### src/rtl/uart_rx_pkg.sv
// Shared types and constants for the DCE-side UART receiver.
package uart_rx_pkg;

    localparam int DATA_BITS = 8;
    localparam int MIN_DBR   = 4;

    typedef enum logic [2:0] {
        IDLE,
        START,
        DATA,
        PARITY,
        STOP,
        BREAK
    } rx_state_t;

    // Effective bit period: requested divisor clamped to the shortest usable period.
    function automatic logic [31:0] bit_period(input logic [31:0] dbr);
        return (dbr < 32'(MIN_DBR)) ? 32'(MIN_DBR) : dbr;
    endfunction

endpackage

### src/rtl/uart_rx_fifo.sv
// Show-ahead receive FIFO: head always presents the oldest entry, 0 when empty.
module uart_rx_fifo #(
    parameter int FIFO_DEPTH = 16
) (
    input  logic                          clock10M,
    input  logic                          reset,
    input  logic                          push,
    input  logic [7:0]                    push_data,
    input  logic                          pop,
    output logic [7:0]                    head,
    output logic                          empty,
    output logic                          full,
    output logic [$clog2(FIFO_DEPTH):0]   count
);
    localparam int AW = $clog2(FIFO_DEPTH);
    localparam int CW = AW + 1;

    logic [7:0]    mem [FIFO_DEPTH];
    logic [CW-1:0] wr_ptr, rd_ptr;
    logic          do_push, do_pop;

    function automatic logic [CW-1:0] wrap_inc(input logic [CW-1:0] p);
        return (p == CW'(FIFO_DEPTH - 1)) ? '0 : p + CW'(1);
    endfunction

    assign empty   = (count == '0);
    assign full    = (count == CW'(FIFO_DEPTH));
    assign do_pop  = pop && !empty;
    // A full FIFO still takes a push when the same cycle frees a slot.
    assign do_push = push && (!full || do_pop);
    assign head    = empty ? '0 : mem[rd_ptr[AW-1:0]];

    always_ff @(posedge clock10M or negedge reset) begin
        if (!reset) begin
            wr_ptr <= '0;
            rd_ptr <= '0;
            count  <= '0;
        end else begin
            if (do_push) wr_ptr <= wrap_inc(wr_ptr);
            if (do_pop)  rd_ptr <= wrap_inc(rd_ptr);
            count <= count + CW'(do_push) - CW'(do_pop);
        end
    end

    always_ff @(posedge clock10M) begin
        if (do_push) mem[wr_ptr[AW-1:0]] <= push_data;
    end

endmodule

### src/rtl/dce_uart_rx.sv
// DCE-side 8N1 UART receiver with show-ahead receive FIFO and cts flow control.
// Define UART_RX_PARITY_EN to add an even-parity bit between data and stop.
module dce_uart_rx
    import uart_rx_pkg::*;
#(
    parameter int FIFO_DEPTH = 16,
    parameter int CTS_MARGIN = 2
) (
    input  logic        clock10M,
    input  logic        reset,
    input  logic        txd,
    output logic        cts,
    input  logic [31:0] DBR,
    output logic [7:0]  rx_data,
    output logic        rx_valid,
    input  logic        rx_ready,
    output logic        frame_err,
    output logic        overrun_err,
    output logic        parity_err
);
    localparam int CW = $clog2(FIFO_DEPTH) + 1;
    localparam logic [CW-1:0] CTS_LIMIT = CW'(FIFO_DEPTH - CTS_MARGIN - 1);

    logic          txd_p0, txd_p1, txd_p2, txd_s;
    rx_state_t     state, state_nxt;
    logic [31:0]   cnt, cnt_nxt, period, period_nxt, p_now;
    logic [2:0]    idx, idx_nxt;
    logic [7:0]    shreg, shreg_nxt;
    logic          fire, push_req, ferr_nxt;
    logic          fifo_empty, fifo_full;
    logic [CW-1:0] fifo_count;
`ifdef UART_RX_PARITY_EN
    logic          par, par_nxt, perr_nxt;
`endif

    // Stage p0/p1: metastability synchronizer; p2 keeps the previous txd_s for edge detection.
    always_ff @(posedge clock10M or negedge reset) begin
        if (!reset) begin
            txd_p0 <= 1'b1;
            txd_p1 <= 1'b1;
            txd_p2 <= 1'b1;
        end else begin
            txd_p0 <= txd;
            txd_p1 <= txd_p0;
            txd_p2 <= txd_p1;
        end
    end

    assign txd_s = txd_p1;
    assign p_now = bit_period(DBR);
    assign fire  = (cnt == '0);

    always_comb begin
        state_nxt  = state;
        cnt_nxt    = fire ? cnt : cnt - 32'd1;
        period_nxt = period;
        idx_nxt    = idx;
        shreg_nxt  = shreg;
        push_req   = 1'b0;
        ferr_nxt   = 1'b0;
`ifdef UART_RX_PARITY_EN
        par_nxt    = par;
        perr_nxt   = 1'b0;
`endif
        case (state)
            IDLE: begin
                // Period is frozen here so a DBR change mid-character has no effect.
                if (txd_p2 && !txd_s) begin
                    period_nxt = p_now;
                    cnt_nxt    = (p_now >> 1) - 32'd1;
                    state_nxt  = START;
                end
            end
            START: begin
                if (fire) begin
                    if (txd_s) begin
                        state_nxt = IDLE;
                    end else begin
                        cnt_nxt   = period - 32'd1;
                        idx_nxt   = '0;
                        state_nxt = DATA;
                    end
                end
            end
            DATA: begin
                if (fire) begin
                    shreg_nxt[idx] = txd_s;
                    cnt_nxt        = period - 32'd1;
                    idx_nxt        = idx + 3'd1;
                    if (idx == 3'(DATA_BITS - 1)) begin
`ifdef UART_RX_PARITY_EN
                        state_nxt = PARITY;
`else
                        state_nxt = STOP;
`endif
                    end
                end
            end
`ifdef UART_RX_PARITY_EN
            PARITY: begin
                if (fire) begin
                    par_nxt   = txd_s;
                    cnt_nxt   = period - 32'd1;
                    state_nxt = STOP;
                end
            end
`endif
            STOP: begin
                if (fire) begin
                    if (txd_s) begin
`ifdef UART_RX_PARITY_EN
                        if (^{shreg, par}) perr_nxt = 1'b1;
                        else               push_req = 1'b1;
`else
                        push_req = 1'b1;
`endif
                        state_nxt = IDLE;
                    end else begin
                        ferr_nxt  = 1'b1;
                        state_nxt = BREAK;
                    end
                end
            end
            BREAK: begin
                if (txd_s) state_nxt = IDLE;
            end
            default: state_nxt = IDLE;
        endcase
    end

    always_ff @(posedge clock10M or negedge reset) begin
        if (!reset) begin
            state       <= IDLE;
            cnt         <= '0;
            idx         <= '0;
            cts         <= 1'b0;
            frame_err   <= 1'b0;
            overrun_err <= 1'b0;
        end else begin
            state       <= state_nxt;
            cnt         <= cnt_nxt;
            idx         <= idx_nxt;
            cts         <= (fifo_count <= CTS_LIMIT);
            frame_err   <= ferr_nxt;
            overrun_err <= push_req && fifo_full && !rx_ready;
        end
    end

    always_ff @(posedge clock10M) begin
        period <= period_nxt;
        shreg  <= shreg_nxt;
`ifdef UART_RX_PARITY_EN
        par    <= par_nxt;
`endif
    end

`ifdef UART_RX_PARITY_EN
    always_ff @(posedge clock10M or negedge reset) begin
        if (!reset) parity_err <= 1'b0;
        else        parity_err <= perr_nxt;
    end
`else
    assign parity_err = 1'b0;
`endif

    uart_rx_fifo #(.FIFO_DEPTH(FIFO_DEPTH)) u_fifo (
        .clock10M  (clock10M),
        .reset     (reset),
        .push      (push_req),
        .push_data (shreg),
        .pop       (rx_ready),
        .head      (rx_data),
        .empty     (fifo_empty),
        .full      (fifo_full),
        .count     (fifo_count)
    );

    assign rx_valid = !fifo_empty;

endmodule

### config.mk
export PLATFORM = sky130hd
export DESIGN_NAME = dce_uart_rx
export DESIGN_NICKNAME = d
export VERILOG_FILES = /design/src/rtl/uart_rx_pkg.sv /design/src/rtl/uart_rx_fifo.sv /design/src/rtl/dce_uart_rx.sv
export SDC_FILE = /design/constraint.sdc
export NUM_CORES = 1
export LEC_CHECK = 0
export CAP_MARGIN = 30
export CORE_MARGIN = 2
export CORE_UTILIZATION = 58
export CTS_CLUSTER_DIAMETER = 60
export DETAILED_ROUTE_END_ITERATION = 10
export HOLD_SLACK_MARGIN = 0.02
export PLACE_DENSITY_LB_ADDON = 0.25
export SYNTH_ARGS = -nofsm -noshare
export SYNTH_HDL_FRONTEND = slang
export SYNTH_HIERARCHICAL = 1
export SYNTH_SLANG_ARGS = --single-unit
### constraint.sdc
create_clock -name clock10M -period 8.35 [get_ports clock10M]
set_clock_uncertainty 0.05 [all_clocks]
set_input_delay 0.835 -clock clock10M [delete_from_list [all_inputs] [get_ports clock10M]]
set_output_delay 0.835 -clock clock10M [all_outputs]
set_load 0.01 [all_outputs]
# Word-level counts from Yosys, hierarchy flattened

Memory sizes are Yosys's and may differ from the RTL's.
Cells that the tools add are included.

Output and inout port bits: 13
Bits in latches: 0
Bits in writable memories: 128
Bits of input ports: 36
Memories: 1
Bits in read-only memories: 0
Flip-flop bits (word level): 99

Multiply operators: 0
Eq/ne operators: 15
Divide/modulo/power cells: 0
Bitwise operators: 0
Reduce and logical (&&, ||, !) cells: 19
Multiplexer cells: 34
Magnitude comparators: 4
Add/sub/neg operators: 8
Shift-type cells: 0

Memories:

| memory     | depth | bits a word | read ports | clocked after memory_dff | write ports | RTL line           | source |
|---|---|---|---|---|---|---|---|
| u_fifo.mem | 16    | 8           | 1          | 0                        | 1           | uart_rx_fifo.sv:18 | `logic [7:0] mem [FIFO_DEPTH];` |

Operator list:

| operator              | count |
|---|---|
| $mux 32               | 6 |
| $pmux 32 s3           | 1 |
| $sub 32x1->32 const B | 2 |
| $logic_not 32->1      | 1 |
| $lt 32x3->1 const B   | 1 |
| $sub 31x1->32 const B | 1 |
| $mux 3                | 10 |
| $pmux 3 s5            | 1 |
| $ne 2x2->1 const B    | 7 |
| $add 5x1->5 const B   | 2 |
| $eq 5x4->1 const B    | 2 |
| $mux 5                | 2 |
| $eq 3x3->1 const B    | 3 |
| $mux 1                | 9 |
| $bwmux 8              | 1 |
| $mux 8                | 1 |
| $logic_and 1x1->1     | 6 |
| $pmux 3 s2            | 1 |
| $reduce_and 6->1      | 1 |
| $add 5x1->5           | 1 |
| $eq 5x5->1 const B    | 1 |
| $le 5x4->1 const B    | 1 |
| $logic_not 5->1       | 1 |
| $sub 5x1->5           | 1 |
| 13 further kinds      | 17 |

# Logic depth before layout (Yosys ltp)

Gate-level depths: netlist (run 1).

Depth in word-level cells: 7
Gate-level depth with buffers: 17
Gate-level depth less buffers: 15

# Hierarchy

The synthesis (run 1) kept the hierarchy.

Modules (own cells, without submodules):

| module       | sequential area each (um^2) | times used | cells each | area each (um^2) |
|---|---|---|---|---|
| uart_rx_fifo | 4,219.0                     | 1          | 310        | 5,864.4 |
| dce_uart_rx  | 2,306.0                     | 1          | 551        | 5,217.5 |

# Least setup slack after synthesis (run 1)

No wires, ideal clock.

Kind: input -> register
From: in DBR[13]
To: reg cnt[20]
Required time: 8,182 ps
Slack: 4,513 ps
Path buffers: 1
Library setup time: 118 ps
Stages: 13
Data arrival time: 3,669 ps
Cell sequence: clkbuf_1 -> or4_1 -> nor4b_2 -> nand2_1 -> nor3_1 -> nand2b_1 -> ha_1 -> nand2b_1 -> nor2_1 -> nand3_1 -> xor2_1 -> o22ai_1 -> a21o_1

Longest elaborated chain between the ends: 5

RTL lines:

| item                 | RTL line           | source |
|---|---|---|
| start, declared      | dce_uart_rx.sv:13  | `input logic [31:0] DBR,` |
| $lt 32x3->1          | uart_rx_pkg.sv:18  | `return (dbr < 32'(MIN_DBR)) ? 32'(MIN_DBR) : dbr;` |
| $mux 32 *            | uart_rx_pkg.sv:18  |  |
| $sub 31x1->32 *      | dce_uart_rx.sv:70  | `cnt_nxt = (p_now >> 1) - 32'd1;` |
| $mux 32 *            | dce_uart_rx.sv:68  | `if (txd_p2 && !txd_s) begin` |
| $pmux 32 s3 *        | dce_uart_rx.sv:65  | `case (state)` |
| via cnt_nxt[20]      | dce_uart_rx.sv:26  | `logic [31:0] cnt, cnt_nxt, period, period_nxt, p_now;` |
| end signal, assigned | dce_uart_rx.sv:141 | `cnt <= cnt_nxt;` |
| end, declared        | dce_uart_rx.sv:26  |  |

Mark *: on every way through the listed nets, which the timed path passes. The rest lies on a longest branch.
A chain may end at the register's enable or synchronous reset.

# Final worst setup path (run 1)

Same ends and word-level chain as after synthesis.

==> summary.txt, run 1 <==
status: completed
clk slew on worst S/H paths: 0.06 ns
Critical Path End Type: flip-flop
hold path cells: 0
Crit Path Category: in2reg
clock buffer depth: 3
clock buffer count from CTS: 24
Crit path arrival time: 4.77 ns
Mapped Area: 11100 µm²
Worst-Margin Slew: 0.915 ns
Synth area leader: edfxtp_1
Rel. slew slack: 38.8%
RSZ-0062 raised after global routing: false
hold path startpoint: txd_p0$_DFF_PN1_
EDFF count, synth: 168
CP startpoint kind: input pin
clock root cell: clkbuf_16
height of the die: 142 µm
Final ANT Viol Nets: 0
Post-Syn Instances: 861
crit path max fanout: 10
PostCTS Resize Cnt: 0
HP Class: reg2reg
placed cells: 1084
fraction of the cycle the final worst path needs: 52.8%
placed cell areas: 11600 µm²
Area Growth Syn to Fin: 11.9%
Setup-failing EPs final: 0
Setup TNS: 0 ns
r2r endpoint: u_fifo/mem[11][4]$_DFFE_PP_
routed length per placed instance: 21.0 µm
initial core utilization: 59.2%
Syn Area/Cell: 12.9 µm²
H-tree levels: 1
Die ar.: 20200 µm²
FP Rows: 50
WP data required: 8.71 ns
IR Drop Worst-Case VDD: 0.153 mV
async set or reset register ratio after synthesis: 26.0%
Cell Count, Final, Fillers Out: 1130
CTS tree: done
pin count of the biggest net entering global routing: 60
#FFs+latches synth: 227
CP startpoint: DBR[13]
FF-to-FF Start: cnt[0]$_DFF_PN0_
prevailing post-synth register cell: edfxtp_1
layout cells sized above 1: 11.9%
DP HPWL: 16000 µm
First DRT Iteration DRCs: 529
first-pass GRT wire length: 38000 µm
DR vias/cell: 6.29
gr ovfl total: 0
Post-CTS Setup Bufs: 0
Die X-Extent: 142 µm
fmax: 0.227 GHz
GRT Util Overall: 24.0%
reg2reg setup slack: 4.03 ns
iteration count of the initial detailed-routing pass: 5
antenna violations before repair: 0
vias in the first global route: 7206
LEAKAGE: 4.12 nW
syn nets: 913
worst skew pair latency: 0.52 ns
DRC Markers: 0
fin nets: 930
I/O pin total: 49
sequential-to-total area share from yosys stat: 58.9%
Fin Hold WS: 0.310 ns
hold violation total from the final report: 0
ant diodes: 0
FF-to-FF path depth: 9
IO buf count: 47
final WL: 23800 µm
Yosys top cell area share: 45.5%
clock sink count: 227
Distinct cells, synth: 69
hold buffer count at CTS: 0
GP Congestion: 0.876
top cells by area, synth: edfxtp_1 (46%), dfrtp_1 (13%), mux4_2 (4.7%), xnor2_1 (4.2%), nor2_1 (2.0%)
design area: 12400 µm²
core region area: 18700 µm²
Slew Limit Fails: 0
yosys warns: 6
pre-CTS setup slack: 3.44 ns
Power Density: 256 nW/µm²
final-layout fill cell count: 1330
min cycle time layout: 4.41 ns
WHS Endpoint: txd_p1$_DFF_PN1_
maxcap violations: 0
Vias: 7105
setup ws final: 3.94 ns
==> layer usage <==
| metal | up-vias | global-route usage, % | part of all wire, % |
|---|---|---|---|
| li1 | 3306 | - | - |
| met1 | 3499 | 30.7 | 41 |
| met2 | 248 | 42.6 | 51 |
| met3 | 52 | 3.43 | 4.8 |
| met4 | 0 | 7.53 | 2.7 |
| met5 | - | 0 | 0 |
==> cell usage after synthesis (9+ instances only) <==
| cell | number |
|---|---|
| a21oi_1 | 18 |
| clkbuf_1 | 49 |
| dfrtp_1 | 56 |
| edfxtp_1 | 168 |
| ha_1 | 15 |
| inv_1 | 15 |
| mux2_2 | 9 |
| mux2i_1 | 12 |
| mux4_2 | 23 |
| nand2_1 | 51 |
| nand2b_1 | 11 |
| nand3_1 | 19 |
| nor2_1 | 60 |
| nor3_1 | 38 |
| nor4_1 | 33 |
| o21ai_0 | 35 |
| o221ai_1 | 17 |
| or3_1 | 14 |
| or4_1 | 12 |
| xnor2_1 | 53 |
| xor2_1 | 19 |
==> worst max-delay path, cell delays in order <==
cell and delay (ns):
clkdlybuf4s50_1 0.57, or4_1 0.63, nor4b_2 0.46, nand2_1 0.25
nor3_1 0.35, nand2b_1 0.19, ha_1 0.17, nand2b_1 0.14
nor2_1 0.55, nand3_1 0.18, xor2_1 0.19, o22ai_1 0.10
a21o_1 0.16
==> registers in the layout (all words and copies together) (netlist names) <==
signal         count
shreg              8
cts                1
u_fifo/rd_ptr      5
txd_p1             1
state              3
u_fifo/count       5
period            32
txd_p0             1
u_fifo/mem       128
overrun_err        1
frame_err          1
idx                3
u_fifo/wr_ptr      5
txd_p2             1
cnt               32
==> area by class of cell <==
cell class,count,area (µm²),area share (%)
Sequential cell,227,6530,52.6
Inverter,15,56.3,0.454
Clock inverter,10,88.8,0.716
Clock buffer,34,728,5.87
Multi-Input combinational cell,550,4150,33.5
Tap cell,234,293,2.36
Timing Repair Buffer,60,561,4.52
==> worst max-delay path by stage <==
stage | to | slack [ns] | cells past startpoint
2_1_floorplan | cnt[20]$_DFF_PN0_ | 4.51 | 13
3_3_place_gp | cnt[20]$_DFF_PN0_ | 3.64 | 13
3_5_place_dp | cnt[20]$_DFF_PN0_ | 3.44 | 13
4_1_cts | u_fifo/mem[0][5]$_DFFE_PP_ | 3.97 | 9
5_1_grt | cnt[16]$_DFF_PN0_ | 3.62 | 13
6_report | cnt[20]$_DFF_PN0_ | 3.94 | 13
==> cell families after synthesis <==
logic type	count (synthesis)	synth area share (%)
simple gates	281	13.5
flops	227	58.9
compound gates	128	7.81
buf+inv	84	3.65
xor+xnor	72	5.69
mux	52	8.57
fa+ha+maj	16	1.87
other cells	1	0.0338
==> placed cells by master (no fill, tap or decap), types with 5 or more instances in the layout <==
| cell | netlist | final |
|---|---|---|
| edfxtp_1 | 168 | 168 |
| nor2_1 | 60 | 60 |
| dfrtp_1 | 56 | 55 |
| xnor2_1 | 53 | 53 |
| nand2_1 | 51 | 51 |
| clkdlybuf4s50_1 | 0 | 46 |
| nor3_1 | 38 | 38 |
| o21ai_0 | 35 | 35 |
| nor4_1 | 33 | 33 |
| clkbuf_16 | 0 | 24 |
| mux4_2 | 23 | 23 |
| nand3_1 | 19 | 19 |
| xor2_1 | 19 | 19 |
| a21oi_1 | 18 | 18 |
| o221ai_1 | 17 | 17 |
| ha_1 | 15 | 15 |
| or3_1 | 14 | 14 |
| inv_1 | 15 | 14 |
| or4_1 | 12 | 12 |
| mux2i_1 | 12 | 12 |
| nand2b_1 | 11 | 11 |
| buf_4 | 3 | 11 |
| clkbuf_8 | 0 | 9 |
| mux2_2 | 9 | 9 |
| nand4_1 | 8 | 8 |
| mux4_1 | 8 | 8 |
| o31ai_1 | 7 | 7 |
| o31a_1 | 7 | 7 |
| or2_2 | 6 | 6 |
| a21o_1 | 5 | 5 |
| a31oi_1 | 5 | 5 |
| nor2b_1 | 5 | 5 |
| o211ai_1 | 5 | 5 |
| o21ai_1 | 5 | 5 |
==> where the power goes <==
| part | total [W] | internal, W | leakage (nW) | switching, W |
|---|---|---|---|---|
| Sequential | 0.00137 | 0.00128 | 2.21 | 0.0000899 |
| Combinational | 0.000746 | 0.000385 | 1.50 | 0.000361 |
| Clock | 0.00106 | 0.000638 | 0.403 | 0.000425 |
| Total | 0.00318 | 0.00230 | 4.12 | 0.000875 |
==> metrics by stage <==
stage               total power [W]  utilization, %
finish                      0.00318            66.3
CTS                         0.00320            66.3
global placement            0.00211            61.8
global route                0.00332            66.3
floorplan                   0.00190               -
detailed placement          0.00214            61.9
No activity file was read; power rests on OpenSTA's default activity.
==> inputs of run 2 (changes only) <==
CORE_UTILIZATION = 55   (was 58)
clock period = 4.03 ns   (was 8.35 ns; I/O delays follow)
==> summary.txt, run 2 (same netlist as run 1, synthesis figures left out) <==
status: completed
WP data required: 4.41 ns
H-tree levels: 1
core region area: 19600 µm²
initial core utilization: 56.6%
min cycle time layout: 3.67 ns
Cell Count, Final, Fillers Out: 1199
Power Density: 533 nW/µm²
sw frac: 27.0%
I/O pin total: 49
maxcap violations: 0
layout cells sized above 1: 15.3%
Internal: 0.00499 W
Setup TNS: 0 ns
Vias: 7299
Area Growth Syn to Fin: 15.5%
final WL: 24600 µm
Crit path arrival time: 4.06 ns
Rel. slew slack: 42.8%
DR vias/cell: 6.09
clock sink count: 227
clock share of power: 35.6%
FF-to-FF Start: cnt[27]$_DFF_PN0_
clock buffer depth: 3
hold violation total from the final report: 0
IR Drop Worst-Case VDD: 0.266 mV
routed length per placed instance: 20.5 µm
fin nets: 969
LEAKAGE: 4.33 nW
iteration count of the initial detailed-routing pass: 5
placed cells: 1152
setup ws final: 0.358 ns
antenna violations before repair: 0
hold path startpoint: txd
worst skew pair latency: 0.52 ns
fmax: 0.272 GHz
DRC Markers: 0
IO buf count: 47
vias in the first global route: 7370
GP Congestion: 0.921
clock buffer count from CTS: 24
height of the die: 146 µm
Final Power: 0.00683 W
reg2reg setup slack: 0.36 ns
r2r endpoint: u_fifo/count[4]$_DFF_PN0_
ant diodes: 0
DP HPWL: 16700 µm
combinational share of power: 21.3%
CP startpoint kind: flip-flop
clk slew on worst S/H paths: 0.07 ns
GRT Util Overall: 22.9%
Net Sw Power: 0.00184 W
Die ar.: 21300 µm²
first-pass GRT wire length: 39000 µm
crit path max fanout: 6
Critical Path End Type: flip-flop
Finished Core Util: 65.3%
clock root cell: clkbuf_16
fraction of the cycle the final worst path needs: 91.1%
hold path cells: 1
Slew Limit Fails: 0
WHS Endpoint: txd_p0$_DFF_PN1_
FP Rows: 51
pin count of the biggest net entering global routing: 39
pre-CTS setup slack: 0.0900 ns
gr ovfl total: 0
commonest non-fill, non-tap cell in the layout: edfxtp_1
Setup-failing EPs final: 0
PostCTS Resize Cnt: 0
commonest cells after routing, fill and taps aside: edfxtp_1 (168), nor2_1 (60), dfrtp_1 (55)
First DRT Iteration DRCs: 660
HP Class: in2reg
FF-to-FF path depth: 12
Die X-Extent: 146 µm
Reg power frac: 43.1%
Final ANT Viol Nets: 0
Crit Path Category: reg2reg
Worst-Margin Slew: 0.857 ns
RSZ-0062 raised after global routing: false
CTS tree: done
number of flip-flops in the largest register: 128
-- run 2: critical path: stages (launching register included) --
cell     delay [ns]
dfrtp_1        0.44
or4_1          0.56
or4_1          0.55
nor4_1         0.32
and3_1         0.31
or2_2          0.17
nand2_1        0.06
ha_1           0.21
fa_1           0.44
a21oi_1        0.16
nor2_1         0.06
nor2_1         0.12
xnor2_1        0.13
-- run 2: cell type report --
cell class	instances	area [µm²]
multi-input cells	550	4150
repair buffers	99	858
flip-flops and latches	227	6530
well taps	265	332
clock buffers	29	641
inverters	15	56.3
fillers	1423	6790
clock inverters	14	234
-- run 2: what timing repair did --
item | in CTS | in global routing
hold endpoints to repair | 34 | 0
hold buffers | 1 | 0
setup buffers | 0 | 3
endpoints found under the setup margin | 0 | 1
-- run 2: per-stage QoR --
step	hold slack, ns	area (µm²)
6_report	0.260	12800
5_1_grt	0.272	12800
4_1_cts	0.248	12800
3_5_place_dp	0.300	11900
3_3_place_gp	0.299	11900
2_1_floorplan	0.0574	11100
-- run 2: power by group through the flow --
stage                     logic [W]  registers, W  clock network, W
after floorplan             0.00112       0.00282                 0
after global placement      0.00139       0.00297                 0
after detailed placement    0.00145       0.00299                 0
after CTS                   0.00146       0.00294           0.00246
after global routing        0.00157       0.00298           0.00255
final                       0.00145       0.00294           0.00243
-- run 2: routing by layer --
layer	part of all wire (%)	track usage [%]	vias to the layer above	wire length [µm]
met5	0	0	-	0
met4	3.1	8.14	0	764
met3	4.8	2.88	56	1180
met2	51	40.6	261	12500
met1	41	29.2	3607	10100
li1	-	-	3375	-
-- run 2: worst max path at each step --
stage	slack (ns)	to	depth (start not counted)	from
after floorplan	0.42	u_fifo/mem[0][0]$_DFFE_PP_	9	cnt[27]$_DFF_PN0_
after global placement	0.22	cnt[30]$_DFF_PN0_	13	DBR[16]
after detailed placement	0.09	cnt[30]$_DFF_PN0_	13	DBR[16]
after CTS	0.25	u_fifo/count[4]$_DFF_PN0_	13	cnt[27]$_DFF_PN0_
after global routing	0.14	u_fifo/count[4]$_DFF_PN0_	12	cnt[27]$_DFF_PN0_
final	0.36	u_fifo/count[4]$_DFF_PN0_	12	cnt[27]$_DFF_PN0_
